[config.mk]
export PLATFORM = sky130hd
export DESIGN_NAME = seq_mult
export DESIGN_NICKNAME = d
export VERILOG_FILES = /design/src/rtl/seq_mult_pkg.sv /design/src/rtl/seq_mult.sv
export SDC_FILE = /design/constraint.sdc
export NUM_CORES = 1
export LEC_CHECK = 0
export BUFFER_PORTS_ARGS = -buffer_cell sky130_fd_sc_hd__buf_4
export CAP_MARGIN = 25
export CORE_MARGIN = 3
export CORE_UTILIZATION = 48
export DETAILED_ROUTE_END_ITERATION = 16
export GPL_ROUTABILITY_DRIVEN = 1
export PLACE_DENSITY = 0.75
export REMOVE_ABC_BUFFERS = 1
export SYNTH_ARGS = -nofsm -noshare
export SYNTH_HDL_FRONTEND = slang
export SYNTH_SLANG_ARGS = --single-unit
[constraint.sdc]
create_clock -name clk -period 2.25 [get_ports clk]
set_clock_uncertainty 0.15 [all_clocks]
set_input_delay 0.45 -clock clk [delete_from_list [all_inputs] [get_ports clk]]
set_output_delay 0.45 -clock clk [all_outputs]
set_load 0.01 [all_outputs]
[src/rtl/seq_mult_pkg.sv]
// rtl/seq_mult_pkg.sv - shared arithmetic-unit FSM state encoding
// Purpose: state encoding common to the sequential multiplier and divider,
// so control logic and benches can treat both units alike.
// Ports: none (package).
package seq_mult_pkg;

  typedef enum logic [1:0] {
    s_idle = 2'b00,
    s_op   = 2'b01,
    s_done = 2'b10
  } arith_state_t;

endpackage

[src/rtl/seq_mult.sv]
// rtl/seq_mult.sv - sequential shift-add unsigned multiplier
// Purpose: computes prod = mcnd * mplr in a fixed W+1 cycles after start,
// using the start/ready/done_tick handshake shared with the divider.
// Ports:
//   clk       - clock, rising edge
//   reset     - synchronous, active-high
//   start     - request a multiply, honoured only while ready
//   mcnd      - W-bit unsigned multiplicand, captured on accepted start
//   mplr      - W-bit unsigned multiplier, captured on accepted start
//   ready     - idle, can accept start
//   done_tick - one-cycle pulse, prod valid
//   prod      - 2W-bit product {ph, pl}
module seq_mult
  import seq_mult_pkg::*;
#(
  parameter int W    = 8,
  parameter int CBIT = 4
) (
  input  logic           clk,
  input  logic           reset,
  input  logic           start,
  input  logic [W-1:0]   mcnd,
  input  logic [W-1:0]   mplr,
  output logic           ready,
  output logic           done_tick,
  output logic [2*W-1:0] prod
);

  arith_state_t    state_reg, state_next;
  logic [W-1:0]    a_reg, a_next;
  logic [W-1:0]    ph_reg, ph_next;
  logic [W-1:0]    pl_reg, pl_next;
  logic [CBIT-1:0] n_reg, n_next;
  logic [W:0]      sum;

  // Carry out of the add lives in sum[W] and lands in ph[W-1] after the shift.
  assign sum = {1'b0, ph_reg} + (pl_reg[0] ? {1'b0, a_reg} : '0);

  always_ff @(posedge clk) begin
    if (reset) begin
      state_reg <= s_idle;
      a_reg     <= '0;
      ph_reg    <= '0;
      pl_reg    <= '0;
      n_reg     <= '0;
    end else begin
      state_reg <= state_next;
      a_reg     <= a_next;
      ph_reg    <= ph_next;
      pl_reg    <= pl_next;
      n_reg     <= n_next;
    end
  end

  always_comb begin
    state_next = state_reg;
    a_next     = a_reg;
    ph_next    = ph_reg;
    pl_next    = pl_reg;
    n_next     = n_reg;
    ready      = 1'b0;
    done_tick  = 1'b0;
    unique case (state_reg)
      s_idle: begin
        ready = 1'b1;
        if (start) begin
          a_next     = mcnd;
          ph_next    = '0;
          pl_next    = mplr;
          n_next     = CBIT'(W);
          state_next = s_op;
        end
      end
      s_op: begin
        // {ph, pl} <= {sum, pl} >> 1
        ph_next = sum[W:1];
        pl_next = {sum[0], pl_reg[W-1:1]};
        n_next  = n_reg - CBIT'(1);
        if (n_reg == CBIT'(1)) begin
          state_next = s_done;
        end
      end
      s_done: begin
        done_tick  = 1'b1;
        state_next = s_idle;
      end
      default: begin
        state_next = s_idle;
      end
    endcase
  end

  assign prod = {ph_reg, pl_reg};

endmodule

-- Word-level counts from Yosys, hierarchy flattened
Index checks and enable logic that the tools add are counted.
- register bits: 30
- input bits: 19
- eq/ne operators: 5
- reduce and logical (&&, ||, !) cells: 5
- muxes and demuxes: 12
- $add $sub $neg: 2
- operator list (operator ; number):
    8-bit case mux with 2 select lines ; 2
    8-bit 2-to-1 mux ; 3
    8-bit by 8-bit adder with 9-bit output ; 1
    4-bit case mux with 2 select lines ; 1
    2-bit AND reduction ; 3
    4-bit by 1-bit equality test with 1-bit output (second input constant) ; 1
    2-bit 2-to-1 mux ; 2
    4-bit 2-to-1 mux ; 1
    2-bit inequality test (second input constant) ; 2
    2-bit case mux with 2 select lines ; 1
    4-bit by 1-bit subtractor with 4-bit output (second input constant) ; 1
    2-bit by 1-bit equality test with 1-bit output (second input constant) ; 1
    2-bit equality test (second input constant) ; 1
    2-bit zero test ; 1
    1-bit 2-to-1 mux ; 2
    2-bit nonzero test ; 1

-- Logic depth before layout (Yosys ltp)
Gate-level depths: netlist (run 1).
- word-level depth: 3
- gate-level depth with buffers: 8

-- Least setup slack after synthesis (run 1)
OpenSTA, ideal clock, no wires.
- path kind: reg2reg
- from: register pl_reg[0]
- to: register ph_reg[7]
- required time: 1968 ps
- clock period less this slack: 2201 ps
- slack: 49 ps
- arrival time: 1918 ps
- stages on the path, launching flop included: 9
- cells stage by stage: dfxtp_1 and2_1 ha_1 fa_1 a211oi_2 o21ai_0 a31o_2 a21oi_1 o31ai_1
- cells in the longest elaborated chain, start to end: 3
- ends and longest elaborated chain (what ; line ; source):
    from (decl) ; seq_mult.sv:32 ; logic [W-1:0] pl_reg, pl_next;
    from (signal assigned) ; seq_mult.sv:50 ; pl_reg <= pl_next;
    8-bit 2-to-1 mux ; seq_mult.sv:37 ; assign sum = {1'b0, ph_reg} + (pl_reg[0] ? {1'b0, a_reg} : '0);
    8-bit by 8-bit adder with 9-bit output ; seq_mult.sv:37 ;
    8-bit case mux with 2 select lines ; seq_mult.sv:63 ; unique case (state_reg)
    to (signal assigned) ; seq_mult.sv:49 ; ph_reg <= ph_next;
    to (decl) ; seq_mult.sv:31 ; logic [W-1:0] ph_reg, ph_next;
Every way passes these cells.
A chain may end at the register's enable or synchronous reset.

-- Worst setup path after layout (run 1)
Same ends and word-level chain as after synthesis.

==> out/results.md, run 1 <==
- 20.7% — proportion of power drawn by combinational gates
- pl_reg[0] — r2r startpoint
- 7.901 um^2 — Mapped Avg Cell Area
- 20.89% — relative area change from synthesis to final layout
- flip-flop — Crit. End Element
- finished, final reports clean — status
- 39.34 ps — placement-stage worst setup slack
- 5.262 — via count normalized by instance count
- a_reg[6] — hold-critical path endpoint
- mcnd[6] — worst hold start
- 832.7 uW — cell-internal power
- 4 — First-pass DRT Iterations
- yes — clock tree from TritonCTS
- 0 — YS warnings
- 0 — GR Overflow Total
- 582.5 nW/um^2 — cell area power density
- 3746 um — routed wire length
- 2739 um — Final HPWL DP
- 3203 um^2 — core area
- 36 — IO Port Bufs
- 3 — Hold Crit Depth
- 2 — count of H-tree levels built during CTS
- 0 — count of antenna-violating nets left after detailed routing
- sky130_fd_sc_hd__nor2_1 — most frequent cell after synthesis
- 24.00% — ratio of cells with drive above 1 in the final layout
- 105.2 ps — Setup WS post-layout
- 33 — pin count of the biggest net entering global routing
- 2 — Max Buffers Root-to-Sink
- 6313 um — first-pass GRT wire length
- 316 — Filler cells
- 0.8265 — final estimated routing congestion in global placement
- 340 ps — Skew-Pair Late Insertion Delay
- sky130_fd_sc_hd__dfxtp_1 — leading area contributor after synthesis
- 0 — count of unresolved DRC violations after routing
- 28.7% — Clock power frac
- 286 — count of placed standard cells including taps
- sky130_fd_sc_hd__clkbuf_4 — buffer cell driving the clock tree root
- 30 — Sink Count
- 35.69% — part of the Yosys area used for sequential elements
- 0 — initial antenna violation count
- 0.0009119 uW — leakage
- 20 — number of core rows
- 1969 um^2 — post-place instance area
- in -> reg — Worst Hold Class
- 207.1 ps — final-layout worst hold slack
- 0.3696 mV — worst vdd ir
- 596.1 ps — measured slew at the worst slew-check pin
- sky130_fd_sc_hd__nor2_1, sky130_fd_sc_hd__dfxtp_1, sky130_fd_sc_hd__a21oi_1, sky130_fd_sc_hd__nand2_1, sky130_fd_sc_hd__nor3_1 — top post-synthesis cells by count
- reg -> reg — worst setup path class
- 74 — drt initial violations
- 2034 um^2 — cell area after layout
- 90 ps — post-CTS clock slew at the launch and capture registers of the worst setup and hold paths
- 1547 — routed vias
- ph_reg[7] — RR Endpoint
- 3 — largest fanout on the critical path
- 65.21 um — floorplan die height
- 35.69% — top cell type's share of synthesized area
- 0 — max capacitance violation total
- 110 ps — slack of the worst reg-to-reg path
- 0 — max-slew violation count
- 466.2 MHz — maximum operating frequency
- 0 — number of buffers added for setup after CTS
- 60.16% — Worst slew margin
- 50.6% — part of the power in registers
- 29.73% — net switching fraction of the power
- 2145 ps — final worst path period need
- 1376 — vias in the first global route
- sky130_fd_sc_hd__dfxtp_1 — top flip-flop cell by instance count after synthesis
- 30 — Seq cells post-synth
- 37 — number of top-level pins
- 0 — number of endpoints failing setup at the final stage
- yes — setup repair after global routing missed its margin
- 39 — post-synthesis cell type count
- 1007 um^2 — footprint of the multi-input gates
- 0 — Antenna Diode Count
- 0 — number of enable-type register cells in the synthesized netlist
- 213 — Post-Synthesis Cells
- 52.54% — initial standard-cell utilization of the core
- flip-flop — launching element type of the critical path
- 18.93% — Tot GR Track Use
- 0% — Synth async-reset ratio
- 2320 ps — required time at the endpoint of the critical path
- 1683 um^2 — netlist area before placement
- 8 — worst r2r path cells
- 0 — Final Hold Violating Endpoints
- 12.74 um — final routed wire length divided by cell count
- 600.6 um^2 — sequential standard cell area
- 5 — number of buffers added by the clock tree synthesis step
- 294 — Non-Filler Instances
- 0 — hold_buf cts
- 4252 um^2 — die area
- 352.3 uW — P_sw
- 279 — Nets
- 65.21 um — width of the chip
- 2210 ps — Arrival @ worst endpoint
- sky130_fd_sc_hd__dfxtp_1, sky130_fd_sc_hd__nor2_1, sky130_fd_sc_hd__ha_1 — leading cell types by total area after synthesis
- 95.32% — fin crit share
-- cell usage in the layout (no fill, tap or decap), types with 2 or more instances in the layout --
cell type,instances
sky130_fd_sc_hd__o21ai_1,3
sky130_fd_sc_hd__mux2i_1,4
sky130_fd_sc_hd__dfxtp_1,30
sky130_fd_sc_hd__a211oi_1,3
sky130_fd_sc_hd__a31oi_1,3
sky130_fd_sc_hd__buf_4,40
sky130_fd_sc_hd__ha_1,9
sky130_fd_sc_hd__nor2_1,42
sky130_fd_sc_hd__and2_1,9
sky130_fd_sc_hd__clkbuf_4,5
sky130_fd_sc_hd__xor2_1,2
sky130_fd_sc_hd__nor2b_1,8
sky130_fd_sc_hd__nor3b_1,4
sky130_fd_sc_hd__nand2_1,20
sky130_fd_sc_hd__or2_2,2
sky130_fd_sc_hd__nand3_1,4
sky130_fd_sc_hd__a21oi_1,23
sky130_fd_sc_hd__or3_1,2
sky130_fd_sc_hd__nor3_1,11
sky130_fd_sc_hd__inv_1,3
sky130_fd_sc_hd__a211oi_2,3
-- critical path: stages, from the launching register on --
cell and delay, ps:
sky130_fd_sc_hd__dfxtp_1 330, sky130_fd_sc_hd__and2_1 160, sky130_fd_sc_hd__ha_2 200, sky130_fd_sc_hd__fa_2 400, sky130_fd_sc_hd__a211oi_2 230, sky130_fd_sc_hd__o21ai_1 110
sky130_fd_sc_hd__a31o_2 240, sky130_fd_sc_hd__a21oi_1 140, sky130_fd_sc_hd__o31ai_1 80
-- per-layer routing --
metal  GRT usage (%)  wire [um]  part of all wire, %
met1           25.42       1720                   46
met4           7.772         68                  1.8
met3           4.615        215                  5.7
met2           28.95       1741                   46
met5               0          0                    0
-- cell type report --
cell class / count / share of cell area, %
sequential: 30 / 29.52
clock inverter: 1 / 0.2460
multi-input combinational: 169 / 49.51
tap: 44 / 2.706
timing repair buffer: 40 / 14.76
inverter: 3 / 0.5535
clock buffer: 7 / 2.706
-- through the flow --
stage          total power [uW]  TNS (ps)  utilization [%]
2_1_floorplan             747.1         0                -
3_3_place_gp              854.4         0            61.48
3_5_place_dp              858.0         0            61.48
4_1_cts                    1196         0            63.36
5_1_grt                    1262    -8.859            63.52
6_report                   1185         0            63.52
-- worst max-delay path by stage --
stage	start	end	slack (ps)	cells past startpoint
after floorplan	pl_reg[0]	ph_reg[7]	40	8
after global placement	pl_reg[0]	ph_reg[7]	70	8
after detailed placement	pl_reg[0]	ph_reg[7]	40	8
after CTS	pl_reg[0]	ph_reg[7]	20	8
after global routing	pl_reg[0]	ph_reg[7]	-9	8
final	pl_reg[0]	ph_reg[7]	110	8
-- repair_timing --
action	4_1_cts	5_1_grt
gates resized for setup	0	4
hold endpoints to repair	0	0
endpoints found under the setup margin	0	3
-- power by group through the flow --
stage               combinational, uW  sequential [uW]  clock, uW
finish                            245              600        340
global route                      279              606        377
CTS                               247              600        349
detailed placement                246              612          0
global placement                  243              612          0
floorplan                         128              619          0
-- kinds of logic after synthesis --
group / Yosys count / synth area share [%]
mux: 4 / 2.379
flops: 30 / 35.69
simple gates: 109 / 31.15
buf+inv: 14 / 4.758
fa+ha+maj: 11 / 8.625
compound gates: 43 / 16.36
xor+xnor: 2 / 1.041
No activity file was read; power rests on OpenSTA's default activity.
==> run 2, diff against run 1 <==
--- a/config.mk
+++ b/config.mk
@@ -8,10 +8,10 @@
 export BUFFER_PORTS_ARGS = -buffer_cell sky130_fd_sc_hd__buf_4
 export CAP_MARGIN = 25
 export CORE_MARGIN = 3
-export CORE_UTILIZATION = 48
+export CORE_UTILIZATION = 50
 export DETAILED_ROUTE_END_ITERATION = 16
 export GPL_ROUTABILITY_DRIVEN = 1
-export PLACE_DENSITY = 0.75
+export PLACE_DENSITY = 0.74
 export REMOVE_ABC_BUFFERS = 1
 export SYNTH_ARGS = -nofsm -noshare
 export SYNTH_HDL_FRONTEND = slang
==> constraint.sdc (replaced) <==
create_clock -name clk -period 2.3 [get_ports clk]
set_clock_uncertainty 0.15 [all_clocks]
set_input_delay 0.46 -clock clk [delete_from_list [all_inputs] [get_ports clk]]
set_output_delay 0.46 -clock clk [all_outputs]
set_load 0.01 [all_outputs]
==> out/results.md, run 2 (synthesis gave the netlist of run 1 again) <==
- 76 — drt initial violations, was 74
- 2693 um — Final HPWL DP, was 2739 um
- 12.41 um — final routed wire length divided by cell count, was 12.74 um
- 2 — Max Buffers Root-to-Sink, unchanged
- finished, final reports clean — status, unchanged
- 37 — number of top-level pins, unchanged
- 2370 ps — required time at the endpoint of the critical path, was 2320 ps
- ph_reg[7] — worst setup path endpoint, unchanged
- 0.0009202 uW — leakage, was 0.0009119 uW
- 330 ps — Skew-Pair Late Insertion Delay, was 340 ps
- compound AO/OA/AOI/OAI gates — critical path's top delay family, unchanged
- 4098 um^2 — die area, was 4252 um^2
- sky130_fd_sc_hd__fa_2 — slowest library cell on the worst path, unchanged
- 0 ps — sum of negative setup slack, unchanged
- 64.02 um — floorplan die height, was 65.21 um
- 0 — number of endpoints failing setup at the final stage, unchanged
- 4 — First-pass DRT Iterations, unchanged
- 8 — worst r2r path cells, unchanged
- 0.3805 mV — worst vdd ir, was 0.3696 mV
- 0 — worst path buffer plus inverter count, unchanged
- 0 — max capacitance violation total, unchanged
- 0 — count of unresolved DRC violations after routing, unchanged
- 0.8383 — final estimated routing congestion in global placement, was 0.8265
- 6327 um — first-pass GRT wire length, was 6313 um
- 3660 um — routed wire length, was 3746 um
- 280 — Nets, was 279
- 23.90% — ratio of cells with drive above 1 in the final layout, was 24.00%
- 3 — Hold Crit Depth, unchanged
- 1439 — vias in the first global route, was 1376
- 0 — initial antenna violation count, unchanged
- 380 ps — max incr delay on CP, was 400 ps
- 3128 um^2 — core area, was 3203 um^2
- 2 — count of H-tree levels built during CTS, unchanged
- 64.02 um — width of the chip, was 65.21 um
- 3 — largest fanout on the critical path, unchanged
- 20 — number of core rows, unchanged
- pl_reg[0] — launching element of the worst setup path, unchanged
- 30 — Sink Count, unchanged
- sky130_fd_sc_hd__nor2_1, sky130_fd_sc_hd__buf_4, sky130_fd_sc_hd__dfxtp_1 — most frequent cells in the layout, unchanged
- sky130_fd_sc_hd__clkbuf_4 — buffer cell driving the clock tree root, unchanged
- 21.19% — relative area change from synthesis to final layout, was 20.89%
- 0 — Antenna Diode Count, unchanged
- ph_reg[7] — RR Endpoint, unchanged
- 19.80% — Tot GR Track Use, was 18.93%
- 0 — number of buffers added for setup after CTS, unchanged
- 0 — GR Overflow Total, unchanged
- reg -> reg — worst setup path class, unchanged
- pl_reg[0] — r2r startpoint, unchanged
- 227.4 ps — final-layout worst hold slack, was 207.1 ps
- 0 — Final Hold Violating Endpoints, unchanged
- 563.7 nW/um^2 — cell area power density, was 582.5 nW/um^2
- in -> reg — Worst Hold Class, unchanged
- 93.73% — fin crit share, was 95.32%
- 1150 uW — power after layout, was 1185 uW
- 1550 — routed vias, was 1547
- flip-flop — Crit. End Element, unchanged
- sky130_fd_sc_hd__nor2_1 — most common cell after layout, fill and taps aside, unchanged
- 5.254 — via count normalized by instance count, was 5.262
- 0 — count of antenna-violating nets left after detailed routing, unchanged
- 0 — max-slew violation count, unchanged
- 36 — IO Port Bufs, unchanged
- 589.7 ps — measured slew at the worst slew-check pin, was 596.1 ps
- 2156 ps — final worst path period need, was 2145 ps
- 2220 ps — Arrival @ worst endpoint, was 2210 ps
- 100 ps — post-CTS clock slew at the launch and capture registers of the worst setup and hold paths, was 90 ps
- 140 ps — slack of the worst reg-to-reg path, was 110 ps
- 299 — Filler cells, was 316
- flip-flop — launching element type of the critical path, unchanged
- and2_1 > ha_1 > fa_2 > a211oi_2 > o21ai_0 > a31o_2 > a21oi_1 > o31ai_1 — critical-path cell list, was and2_1 > ha_2 > fa_2 > a211oi_2 > o21ai_1 > a31o_2 > a21oi_1 > o31ai_1
- yes — clock tree from TritonCTS, unchanged
- no — setup repair after global routing missed its margin, was yes
- 8 — Stages on worst setup path, unchanged
- 33 — pin count of the biggest net entering global routing, unchanged
- 60.69% — Worst slew margin, was 60.16%
- 5 — number of buffers added by the clock tree synthesis step, unchanged
- 53.80% — initial standard-cell utilization of the core, was 52.54%
- 463.9 MHz — maximum operating frequency, was 466.2 MHz
[run 2: tightest hold or removal path: stages]
cell	delay, ps
sky130_fd_sc_hd__buf_4	110
sky130_fd_sc_hd__nand2_1	50
sky130_fd_sc_hd__a21oi_1	50
[run 2: cell type report]
type | instances | area (um^2) | area share (%)
multi-input cells | 169 | 1005 | 49.26
flip-flops and latches | 30 | 600.6 | 29.45
repair buffers | 41 | 307.8 | 15.09
clock buffers | 7 | 55.05 | 2.699
well taps | 44 | 55.05 | 2.699
inverters | 3 | 11.26 | 0.5521
clock inverters | 1 | 5.005 | 0.2454
[run 2: report_power, final]
| group | switching, uW | internal, uW | leakage [uW] |
|---|---|---|---|
| clock network | 173 | 148 | 0.0000353 |
| logic | 129 | 112 | 0.000639 |
| registers | 30.9 | 556 | 0.000246 |
[run 2: layer usage]
layer,GRT usage [%],up-vias,part of all wire (%)
met3,5.800,5,4.6
met4,9.704,0,1.8
li1,-,804,-
met2,28.52,28,44
met5,0,-,0
met1,26.78,713,50
[run 2: how the worst min path moves through the flow]
| stage | startpoint | to | slack [ps] |
|---|---|---|---|
| 2_1_floorplan | a_reg[0] | a_reg[0] | 280 |
| 3_3_place_gp | a_reg[6] | a_reg[6] | 290 |
| 3_5_place_dp | a_reg[1] | a_reg[1] | 290 |
| 4_1_cts | mcnd[0] | a_reg[0] | 220 |
| 5_1_grt | mcnd[2] | a_reg[2] | 200 |
| 6_report | mcnd[0] | a_reg[0] | 230 |
[run 2: timing repair]
action / in CTS / in global routing
resized for setup: 0 / 1
hold buffers: 0 / 0
setup endpoints to repair: 0 / 1
[run 2: per-stage QoR]
stage               area [um^2]  util [%]  std cells  setup WS [ps]
floorplan                  1614         -        202          91.74
global placement           1977     63.20        287          154.2
detailed placement         1977     63.20        287          107.7
CTS                        2037     65.12        295          80.62
global route               2039     65.20        295          31.08
finish                     2039     65.20        295          144.2
